<file path="src/rtl/ram_sdp_pkg.sv">
// ----------------------------------------------------------------------------
// ram_pkg : shared definitions for the ram_sdp block.
//
// Holds the initialisation FSM state type with its two state constants and
// the default word width / depth used as parameter defaults by ram_sdp and
// ram_sdp_if. Imported with "import ram_pkg::*;".
//
// Optional build macro used by ram_sdp: RAM_SDP_OUT_REG_EN.
// ----------------------------------------------------------------------------
package ram_pkg;

  localparam int DEF_DATA_W = 8;
  localparam int DEF_DEPTH  = 16;

  typedef logic [0:0] state_t;

  localparam state_t ST_CLEAR = 1'b0;
  localparam state_t ST_READY = 1'b1;

endpackage

</file>
<file path="src/rtl/ram_sdp_if.sv">
// ----------------------------------------------------------------------------
// ram_sdp_if : write/read port bundle of the simple dual-port RAM.
//
// Signals:
//   wr_en, wr_addr, wr_data, wr_be : write request, address, data and byte
//                                    enables (bit i gates wr_data[8i+7:8i])
//   rd_en, rd_addr                 : read request and address
//   rd_data, rd_valid              : read result (held) and its 1-cycle strobe
//
// Modports:
//   master : the requester (drives requests, receives read results)
//   slave  : the RAM (receives requests, drives read results)
// ----------------------------------------------------------------------------
interface ram_sdp_if
  import ram_pkg::*;
#(
  parameter int DATA_W = DEF_DATA_W,
  parameter int ADDR_W = $clog2(DEF_DEPTH)
);

  logic                  wr_en;
  logic [ADDR_W-1:0]     wr_addr;
  logic [DATA_W-1:0]     wr_data;
  logic [DATA_W/8-1:0]   wr_be;
  logic                  rd_en;
  logic [ADDR_W-1:0]     rd_addr;
  logic [DATA_W-1:0]     rd_data;
  logic                  rd_valid;

  modport master (
    output wr_en, wr_addr, wr_data, wr_be, rd_en, rd_addr,
    input  rd_data, rd_valid
  );

  modport slave (
    input  wr_en, wr_addr, wr_data, wr_be, rd_en, rd_addr,
    output rd_data, rd_valid
  );

endinterface

</file>
<file path="src/rtl/ram_sdp_init_fsm.sv">
// ----------------------------------------------------------------------------
// ram_sdp_init_fsm : post-reset memory clear sequencer.
//
// After rst_n deasserts the FSM sits in CLEAR for exactly DEPTH cycles,
// presenting addresses 0..DEPTH-1 with a write strobe so the RAM zeroes one
// word per cycle, then moves to READY and stays there until the next reset.
//
// Ports:
//   ck        : clock, rising edge
//   rst_n     : asynchronous active-low reset (restarts the clear at 0)
//   clr_addr  : address to be zeroed this cycle
//   clr_we    : clear write strobe, high for the whole CLEAR state
//   init_done : high once READY has been entered
// ----------------------------------------------------------------------------
module ram_sdp_init_fsm
  import ram_pkg::*;
#(
  parameter int DEPTH  = DEF_DEPTH,
  parameter int ADDR_W = $clog2(DEPTH)
) (
  input  logic              ck,
  input  logic              rst_n,
  output logic [ADDR_W-1:0] clr_addr,
  output logic              clr_we,
  output logic              init_done
);

  state_t            state;
  logic [ADDR_W-1:0] clr_cnt;

  // The counter steps through every word once; the last clear write and the
  // move to READY happen on the same edge, so the clear takes DEPTH cycles.
  always_ff @(posedge ck or negedge rst_n) begin
    if (!rst_n) begin
      state   <= ST_CLEAR;
      clr_cnt <= '0;
    end else if (state == ST_CLEAR) begin
      if (clr_cnt == ADDR_W'(DEPTH - 1)) begin
        state <= ST_READY;
      end else begin
        clr_cnt <= clr_cnt + 1'b1;
      end
    end
  end

  assign clr_addr  = clr_cnt;
  assign clr_we    = (state == ST_CLEAR);
  assign init_done = (state == ST_READY);

endmodule

</file>
<file path="src/rtl/ram_sdp.sv">
// ----------------------------------------------------------------------------
// ram_sdp : simple dual-port RAM with byte enables and self-clear.
//
// One write port and one read port on a single clock. After reset the whole
// array is zeroed by ram_sdp_init_fsm; requests are ignored until init_done.
// Same-address read/write is write-first per byte. Out-of-range writes are
// dropped, out-of-range reads return 0 with rd_valid.
//
// Parameters: DATA_W (multiple of 8), DEPTH (>= 2), ADDR_W.
// Ports:
//   ck        : clock, rising edge
//   rst_n     : asynchronous active-low reset
//   bus       : ram_sdp_if slave (write/read requests, rd_data, rd_valid)
//   init_done : high once the post-reset clear has finished
//
// Build macro RAM_SDP_OUT_REG_EN: adds an output register stage, read
// latency becomes 2 cycles (default build: 1 cycle).
// ----------------------------------------------------------------------------
module ram_sdp
  import ram_pkg::*;
#(
  parameter int DATA_W = DEF_DATA_W,
  parameter int DEPTH  = DEF_DEPTH,
  parameter int ADDR_W = $clog2(DEPTH)
) (
  input  logic     ck,
  input  logic     rst_n,
  ram_sdp_if.slave bus,
  output logic     init_done
);

  localparam int NB = DATA_W / 8;

  logic [DATA_W-1:0] mem [DEPTH];
  logic [ADDR_W-1:0] clr_addr;
  logic              clr_we;
  logic              wr_ok;
  logic              rd_in_range;
  logic              rd_take;
  logic [DATA_W-1:0] rd_word;
  logic [DATA_W-1:0] rd_q;
  logic              rd_v_q;

  ram_sdp_init_fsm #(
    .DEPTH  (DEPTH),
    .ADDR_W (ADDR_W)
  ) u_init_fsm (
    .ck        (ck),
    .rst_n     (rst_n),
    .clr_addr  (clr_addr),
    .clr_we    (clr_we),
    .init_done (init_done)
  );

  assign wr_ok       = init_done && bus.wr_en && (int'(bus.wr_addr) < DEPTH);
  assign rd_in_range = (int'(bus.rd_addr) < DEPTH);
  assign rd_take     = init_done && bus.rd_en;

  // Array has no reset; it is zeroed only by the clear sequence.
  always_ff @(posedge ck) begin
    if (clr_we) begin
      mem[clr_addr] <= '0;
    end else if (wr_ok) begin
      for (int i = 0; i < NB; i++) begin
        if (bus.wr_be[i]) begin
          mem[bus.wr_addr][8*i +: 8] <= bus.wr_data[8*i +: 8];
        end
      end
    end
  end

  // Write-first bypass: bytes being written this cycle to the read address
  // come from wr_data, the rest from the array.
  always_comb begin
    rd_word = '0;
    if (rd_in_range) begin
      rd_word = mem[bus.rd_addr];
      if (wr_ok && (bus.wr_addr == bus.rd_addr)) begin
        for (int i = 0; i < NB; i++) begin
          if (bus.wr_be[i]) begin
            rd_word[8*i +: 8] = bus.wr_data[8*i +: 8];
          end
        end
      end
    end
  end

  // First read stage; rd_q holds its value when no read is taken.
  always_ff @(posedge ck or negedge rst_n) begin
    if (!rst_n) begin
      rd_q   <= '0;
      rd_v_q <= 1'b0;
    end else begin
      rd_v_q <= rd_take;
      if (rd_take) begin
        rd_q <= rd_word;
      end
    end
  end

`ifdef RAM_SDP_OUT_REG_EN
  logic [DATA_W-1:0] rd_q2;
  logic              rd_v_q2;

  // Optional output stage; only reloads when the first stage had new data.
  always_ff @(posedge ck or negedge rst_n) begin
    if (!rst_n) begin
      rd_q2   <= '0;
      rd_v_q2 <= 1'b0;
    end else begin
      rd_v_q2 <= rd_v_q;
      if (rd_v_q) begin
        rd_q2 <= rd_q;
      end
    end
  end

  assign bus.rd_data  = rd_q2;
  assign bus.rd_valid = rd_v_q2;
`else
  assign bus.rd_data  = rd_q;
  assign bus.rd_valid = rd_v_q;
`endif

endmodule

</file>
<file path="src/flat_wrapper.sv">
// flat-port wrapper written by rule: the top's interface ports become plain ports
module ram_sdp_flat import ram_pkg::*;
#(
  parameter int DATA_W = DEF_DATA_W,
  parameter int DEPTH  = DEF_DEPTH,
  parameter int ADDR_W = $clog2(DEPTH)
)
  (ck, rst_n, init_done, bus_wr_en, bus_wr_addr, bus_wr_data, bus_wr_be, bus_rd_en, bus_rd_addr, bus_rd_data, bus_rd_valid);
  ram_sdp_if #(.DATA_W(DATA_W), .ADDR_W(ADDR_W)) bus_i ();
  input  logic ck;
  input  logic rst_n;
  output logic init_done;
  input wire logic [$bits(bus_i.wr_en)-1:0] bus_wr_en;
  input wire logic [$bits(bus_i.wr_addr)-1:0] bus_wr_addr;
  input wire logic [$bits(bus_i.wr_data)-1:0] bus_wr_data;
  input wire logic [$bits(bus_i.wr_be)-1:0] bus_wr_be;
  input wire logic [$bits(bus_i.rd_en)-1:0] bus_rd_en;
  input wire logic [$bits(bus_i.rd_addr)-1:0] bus_rd_addr;
  output wire logic [$bits(bus_i.rd_data)-1:0] bus_rd_data;
  output wire logic [$bits(bus_i.rd_valid)-1:0] bus_rd_valid;
  assign bus_i.wr_en = bus_wr_en;
  assign bus_i.wr_addr = bus_wr_addr;
  assign bus_i.wr_data = bus_wr_data;
  assign bus_i.wr_be = bus_wr_be;
  assign bus_i.rd_en = bus_rd_en;
  assign bus_i.rd_addr = bus_rd_addr;
  assign bus_rd_data = bus_i.rd_data;
  assign bus_rd_valid = bus_i.rd_valid;
  ram_sdp #(.DATA_W(DATA_W), .DEPTH(DEPTH), .ADDR_W(ADDR_W)) u_core (.ck(ck), .rst_n(rst_n), .bus(bus_i), .init_done(init_done));
endmodule
</file>
<file path="config.mk">
export PLATFORM = sky130hd
export DESIGN_NAME = ram_sdp_flat
export DESIGN_NICKNAME = d
export VERILOG_FILES = /design/src/rtl/ram_sdp_pkg.sv /design/src/rtl/ram_sdp_if.sv /design/src/rtl/ram_sdp_init_fsm.sv /design/src/rtl/ram_sdp.sv /design/src/flat_wrapper.sv
export SDC_FILE = /design/constraint.sdc
export NUM_CORES = 1
export LEC_CHECK = 0
export BUFFER_PORTS_ARGS = -buffer_cell sky130_fd_sc_hd__buf_2
export CORE_ASPECT_RATIO = 0.5
export CORE_MARGIN = 4
export CORE_UTILIZATION = 60
export CTS_BUF_LIST = sky130_fd_sc_hd__clkbuf_2
export DETAILED_ROUTE_END_ITERATION = 7
export GPL_ROUTABILITY_DRIVEN = 0
export PLACE_DENSITY = 0.78
export SLEW_MARGIN = 30
export SYNTH_ARGS = -nofsm -noshare
export SYNTH_HDL_FRONTEND = slang
export SYNTH_HIERARCHICAL = 1
export SYNTH_SLANG_ARGS = --single-unit
</file>
<file path="constraint.sdc">
create_clock -name ck -period 6.2 [get_ports ck]
set_input_delay 0.93 -clock ck [delete_from_list [all_inputs] [get_ports ck]]
set_output_delay 0.93 -clock ck [all_outputs]
set_load 0.03 [all_outputs]
</file>
After elaboration in Yosys (flattened, before gate mapping)
Memories as Yosys holds them, arrays and structs flattened.
Cells that the tools add are included.
W data, S select, Z words.
{"block": "word_totals", "ram_bits": 128, "inputBits": 21, "regBits": 14, "n_memories": 1, "wordCells": 27, "out_inout_bits": 10}
{"name": "u_core.mem", "words": 16, "word_bits": 8, "rd": 1, "rd_clocked_by_memory_dff": 0, "write_ports": 1, "line": "ram_sdp.sv:34", "text": "logic [DATA_W-1:0] mem [DEPTH];"}
{"block": "classes", "n_bitwise": 2, "reduce_logical": 5, "add_sub_neg": 1, "n_eq_ne": 2, "muxes": 12}
{"op": "$mux W8", "count": 3}
{"op": "$mux W1", "count": 8}
{"op": "$reduce_or A8 Y1", "count": 1}
{"op": "$add A4 B1 Y4 const B", "count": 1}
{"op": "$eq A4 B4 Y1", "count": 1}
{"op": "$eq A4 B4 Y1 const B", "count": 1}
{"op": "$mux W4", "count": 1}
{"op": "$logic_and A1 B1 Y1", "count": 3}
{"op": "$not A1 Y1", "count": 2}
{"op": "$reduce_and A2 Y1", "count": 1}

Longest topological paths before layout
{"block": "depth", "ltp_word": 6, "mapped_depth": 6, "depth_no_buf": 5}

By module
The synthesis kept the hierarchy.
{"module": "ram_sdp", "cells_each": 293, "seq_area_each_um2": 4068.9, "area_per_inst_um2": 5476.5, "instances": 1}
{"module": "ram_sdp_init_fsm", "cells_each": 17, "seq_area_each_um2": 125.1, "area_per_inst_um2": 231.5, "instances": 1}

Least setup slack after synthesis
Ideal clock, no wire load.
{"block": "synth_timing", "path_kind": "input to register", "from": "input bus_wr_en", "to": "memory u_core/mem[1][0] (netlist bit), enable pin", "setup_time_ps": 370, "arrival_ps": 1983, "path_stages": 4, "n_path_buf": 1, "setup_slack_ps": 3846, "t_required_ps": 5830, "path_cell_list": "nand4b_1 -> clkbuf_1 -> a31oi_1 -> nor2_1"}
{"block": "synth_via", "elab_chain_len": 6, "word_cells_on_any_way": 7, "cone_classes": "mux: 5; reduce/logical: 2"}
{"item": "start, declared", "line": "flat_wrapper.sv:13", "text": "input wire logic [$bits(bus_i.wr_en)-1:0] bus_wr_en;"}
{"item": "$logic_and A1 B1 Y1 (*)", "line": "ram_sdp.sv:55", "text": "assign wr_ok = init_done && bus.wr_en && (int'(bus.wr_addr) < DEPTH);"}
{"item": "$mux W1 (*)", "line": "ram_sdp.sv:63", "text": "end else if (wr_ok) begin"}
{"item": "$mux W1 (*)", "line": "ram_sdp.sv:61", "text": "if (clr_we) begin"}
{"item": "$mux W1 (not written as such) (*)", "line": "ram_sdp.sv:66", "text": "mem[bus.wr_addr][8*i +: 8] <= bus.wr_data[8*i +: 8];"}
{"item": "$reduce_or A8 Y1 (no source line)"}
{"item": "$mux W4 (no source line) or $mux W1 (tied branches)"}
{"item": "end, declared", "line": "ram_sdp.sv:34"}
Every way passes the cells marked *; elsewhere a longest branch is shown, timed or not.

Worst setup path in the final report
{"block": "layout_timing", "from": "register u_core.u_init_fsm.state (netlist: u_core/u_init_fsm/init_done)", "to": "memory u_core/mem[5][2] (netlist bit), enable pin"}
{"block": "layout_via", "elab_chain_len": 6, "word_cells_on_any_way": 8, "cone_classes": "mux: 6; reduce/logical: 2"}
{"item": "start, declared", "line": "ram_sdp_init_fsm.sv:28", "text": "state_t state;"}
{"item": "start signal, assigned", "line": "ram_sdp_init_fsm.sv:35", "text": "state <= ST_CLEAR;"}
{"item": "start signal, assigned", "line": "ram_sdp_init_fsm.sv:39", "text": "state <= ST_READY;"}
{"item": "$logic_and A1 B1 Y1", "line": "ram_sdp.sv:55"}
{"item": "$mux W1", "line": "ram_sdp.sv:63"}
{"item": "$mux W1", "line": "ram_sdp.sv:61"}
{"item": "$mux W1 (not written as such)", "line": "ram_sdp.sv:66"}
{"item": "$reduce_or A8 Y1 (no source line)"}
{"item": "$mux W4 (no source line) or $mux W1 (tied branches)"}
Several ways; a longest one is shown, not always the timed one.

==> metrics.md <==
| Metric | Value |
|---|---|
| Number of global-route vias before repair | 3,045 |
| GR Overflow Total | 0 |
| Clk sinks | 142 |
| Vias per inst | 6.46 |
| Critical Path AT | 3470 ps |
| DR WL/cell | 24.4 µm |
| Max FO, Critical Path | 16 |
| Setup crit start | u_core/u_init_fsm/init_done |
| Worst ir drop on vdd | 0.121 mV |
| Sequential fraction of the synthesis area | 0.735 |
| Clock power frac | 0.343 |
| FMAX | 314 MHz |
| Setup violators final | 0 |
| Worst-path cell chain | inv_1 > nand4b_1 > nor3b_1 > a31oi_1 > nor2_1 |
| Crit path capture type | register |
| Internal power | 1.35 mW |
| Layout cell share with drive strength beyond 1 | 0.285 |
| Slew margin rel. | 0.376 |
| Slew @ Worst Pin | 932 ps |
| Core area | 8980 µm² |
| Reg-to-Reg End | u_core/mem[5][2] |
| Crit Path Class | reg2reg |
| Most common cell after layout, fill and taps aside | edfxtp_1 |
| Sequential share of power | 0.600 |
| Number of cell rows | 24 |
| Switching share of power | 0.230 |
| Post-cts sizing count | 0 |
| Worst r2r path cells | 5 |
| RSZ-0062 raised after global routing | no |
| Post-synth EDFFs | 128 |
| Pwr/cell area | 280 nW/µm² |
| Setup_tns | 0 ps |
| Fillers | between 500 and 600 |
| TritonCTS clock tree | done |
| Total routed wirelength | around 12,000 µm |
| Iteration-0 DRC Markers | 312 |
| Net switching power | between 400 and 500 µW |
| DR pass1 iterations | 5 |
| Post-Place Cells | 446 |
| Cts hold-fix bufs | 0 |
| Vias | 3,086 |
| IO buf count | 30 |
| Buf/Inv on CP | 1 |
| Maxcap violations | 0 |
| Worst path depth | 5 |
| Yosys cell types | 31 |
| Worst Skew | 33.2 ps |
| Area growth syn-to-layout | 9.43% |
| P_leak | 2.36 nW |
| Run status | finished, final reports clean |
| Syn_nets | 332 |
| Initial Util | 0.636 |
| Final period utilization | 0.514 |
| Yosys Warn Count | 6 |
| Worst setup path end | u_core/mem[5][2] |
| Final #Nets | 370 |
| Post-CTS setup repair buffer count | 0 |
| Average instance area after synthesis | 18.4 µm² |
| FF/Latch Area | roughly 4200 µm² |
| Area occupied by multi-input gates | 1420 µm² |
| Final cell count without fillers | 478 |
| Initial antenna violation count | 0 |
| First-pass GRT wire length | ~18,000 µm |
| Worst R2R Setup Slack | 3020 ps |
| Prevailing post-synth register cell | edfxtp_1 |
| Slew Viols, Final | 0 |
| Post-DP HPWL | 7660 µm |
| Dominant cell type by area after synthesis | edfxtp_1 |
| Fin crit period | 3180 ps |
| Routed Antenna Nets | 0 |
| Die H | 77.0 µm |
| CTS root buf | clkbuf_2 |
| Critical path launch point type | register |
| Hold Fails Final Rpt | 0 |
| GR Util All Layers | 0.222 |
| Synth top area cells | edfxtp_1 67%, mux4_2 13%, dfrtp_1 6.1%, nor2_1 2.6%, a22o_1 2.5% |
| WP data required | ~6500 ps |
| Commonest non-fill, non-tap cells in the layout | 128 x edfxtp_1, 32 x mux4_2, 31 x nor2_1 |
| Largest net degree at the start of global routing | 34 |
| FF+latch count, synth | 142 |
| Critical R2R Launch | u_core/u_init_fsm/init_done |
| Top-Level Pins | 31 |
| DRC violations left | 0 |
| Worst hold path type | in2async |
| H-tree levels | 4 |
| CTS buffer count | 17 |
| Worst path max stage delay | 830 ps |
| CTS Buffer Depth | 2 |
| Yosys top cell area share | 0.673 |
| Post-synth ARST share | 0.0986 |
| Clock latency on the worst-skew pair | 660 ps |
| Ant. Diodes | 0 |
| Logic pwr share | 0.056 |
| DIE AREA | 11,200 µm² |
| CP max-delay cell | nand4b_1 |
| Clk slew on worst S/H paths | about 220 ps |
| Die width | 146 µm |
| Top delay family on crit path | simple AND/OR/NAND/NOR gates |
| Mapped cell area | 5710 µm² |
| Synthesized instance count | 310 |
==> sequential cells by signal (all words and copies together), names as in the netlist <==
| register | count |
|---|---|
| u_core/u_init_fsm/clr_addr | 4 |
| u_core/bus.rd_valid | 1 |
| u_core/mem | 128 |
| u_core/u_init_fsm/init_done | 1 |
| u_core/bus.rd_data | 8 |
==> layer usage <==
metal	track usage	routed length, µm	up-vias
met5	0	0	-
met4	0.0701	174	0
met3	0.0612	1170	15
met2	0.314	5200	191
met1	0.338	5110	1564
li1	-	-	1316
==> stage by stage <==
stage	setup WS, ps	utilization	instance area, µm²	power [mW]	hold WS (ps)
global placement	3110	0.662	5950	1.16	469
global route	2810	0.696	6250	1.82	64.4
finish	3020	0.696	6250	1.75	126
CTS	3260	0.694	6230	1.76	93.6
floorplan	3850	-	5710	1.13	517
detailed placement	2930	0.663	5950	1.17	468
==> Yosys cell counts, types with 3 or more instances <==
cell	instances
edfxtp_1	128
nor2_1	39
mux4_2	32
a22o_1	16
dfrtp_1	14
inv_1	14
nand2_1	11
o221ai_1	8
a31oi_1	6
clkbuf_1	6
xor2_1	5
nand2b_1	4
nor2b_1	3
==> power groups by stage <==
stage	Clock [mW]	Sequential, mW	Combinational [mW]
2_1_floorplan	0	1.08	0.0542
3_3_place_gp	0	1.07	0.0940
3_5_place_dp	0	1.07	0.0972
4_1_cts	0.610	1.05	0.0977
5_1_grt	0.661	1.05	0.107
6_report	0.600	1.05	0.0986
==> cell type report <==
cell class,count,share of cell area
inverter,14,0.00841
tap,117,0.0234
clock buffer,18,0.0144
multi-input combinational,142,0.227
timing repair buffer,31,0.0252
sequential,142,0.671
clock inverter,14,0.0304
==> worst min-delay path by stage <==
stage,slack [ps],to,start,cells after the start
after global placement,470,u_core/bus.rd_data[3],u_core/bus.rd_data[3],2
after global routing,60,u_core/bus.rd_data[7],rst_n,1
final,130,u_core/bus.rd_data[7],rst_n,1
after floorplan,520,u_core/u_init_fsm/clr_addr[0],u_core/u_init_fsm/clr_addr[0],1
after CTS,90,u_core/bus.rd_data[7],rst_n,1
after detailed placement,470,u_core/bus.rd_data[1],u_core/bus.rd_data[1],2
==> cells by family (layout without fill, tap and decap cells) <==
logic type               after synthesis  in the layout  synth area share
XOR/XNOR                               5              5           0.00767
adder cells (fa/ha/maj)                1              1           0.00219
AND/OR/NAND/NOR                       67             67            0.0526
AO/OA/AOI/OAI                         34             34            0.0491
flip-flops                           142            142             0.735
buffers and inverters                 26             77            0.0208
multiplexers                          35             35             0.133
(Power assumes the default switching activity.)
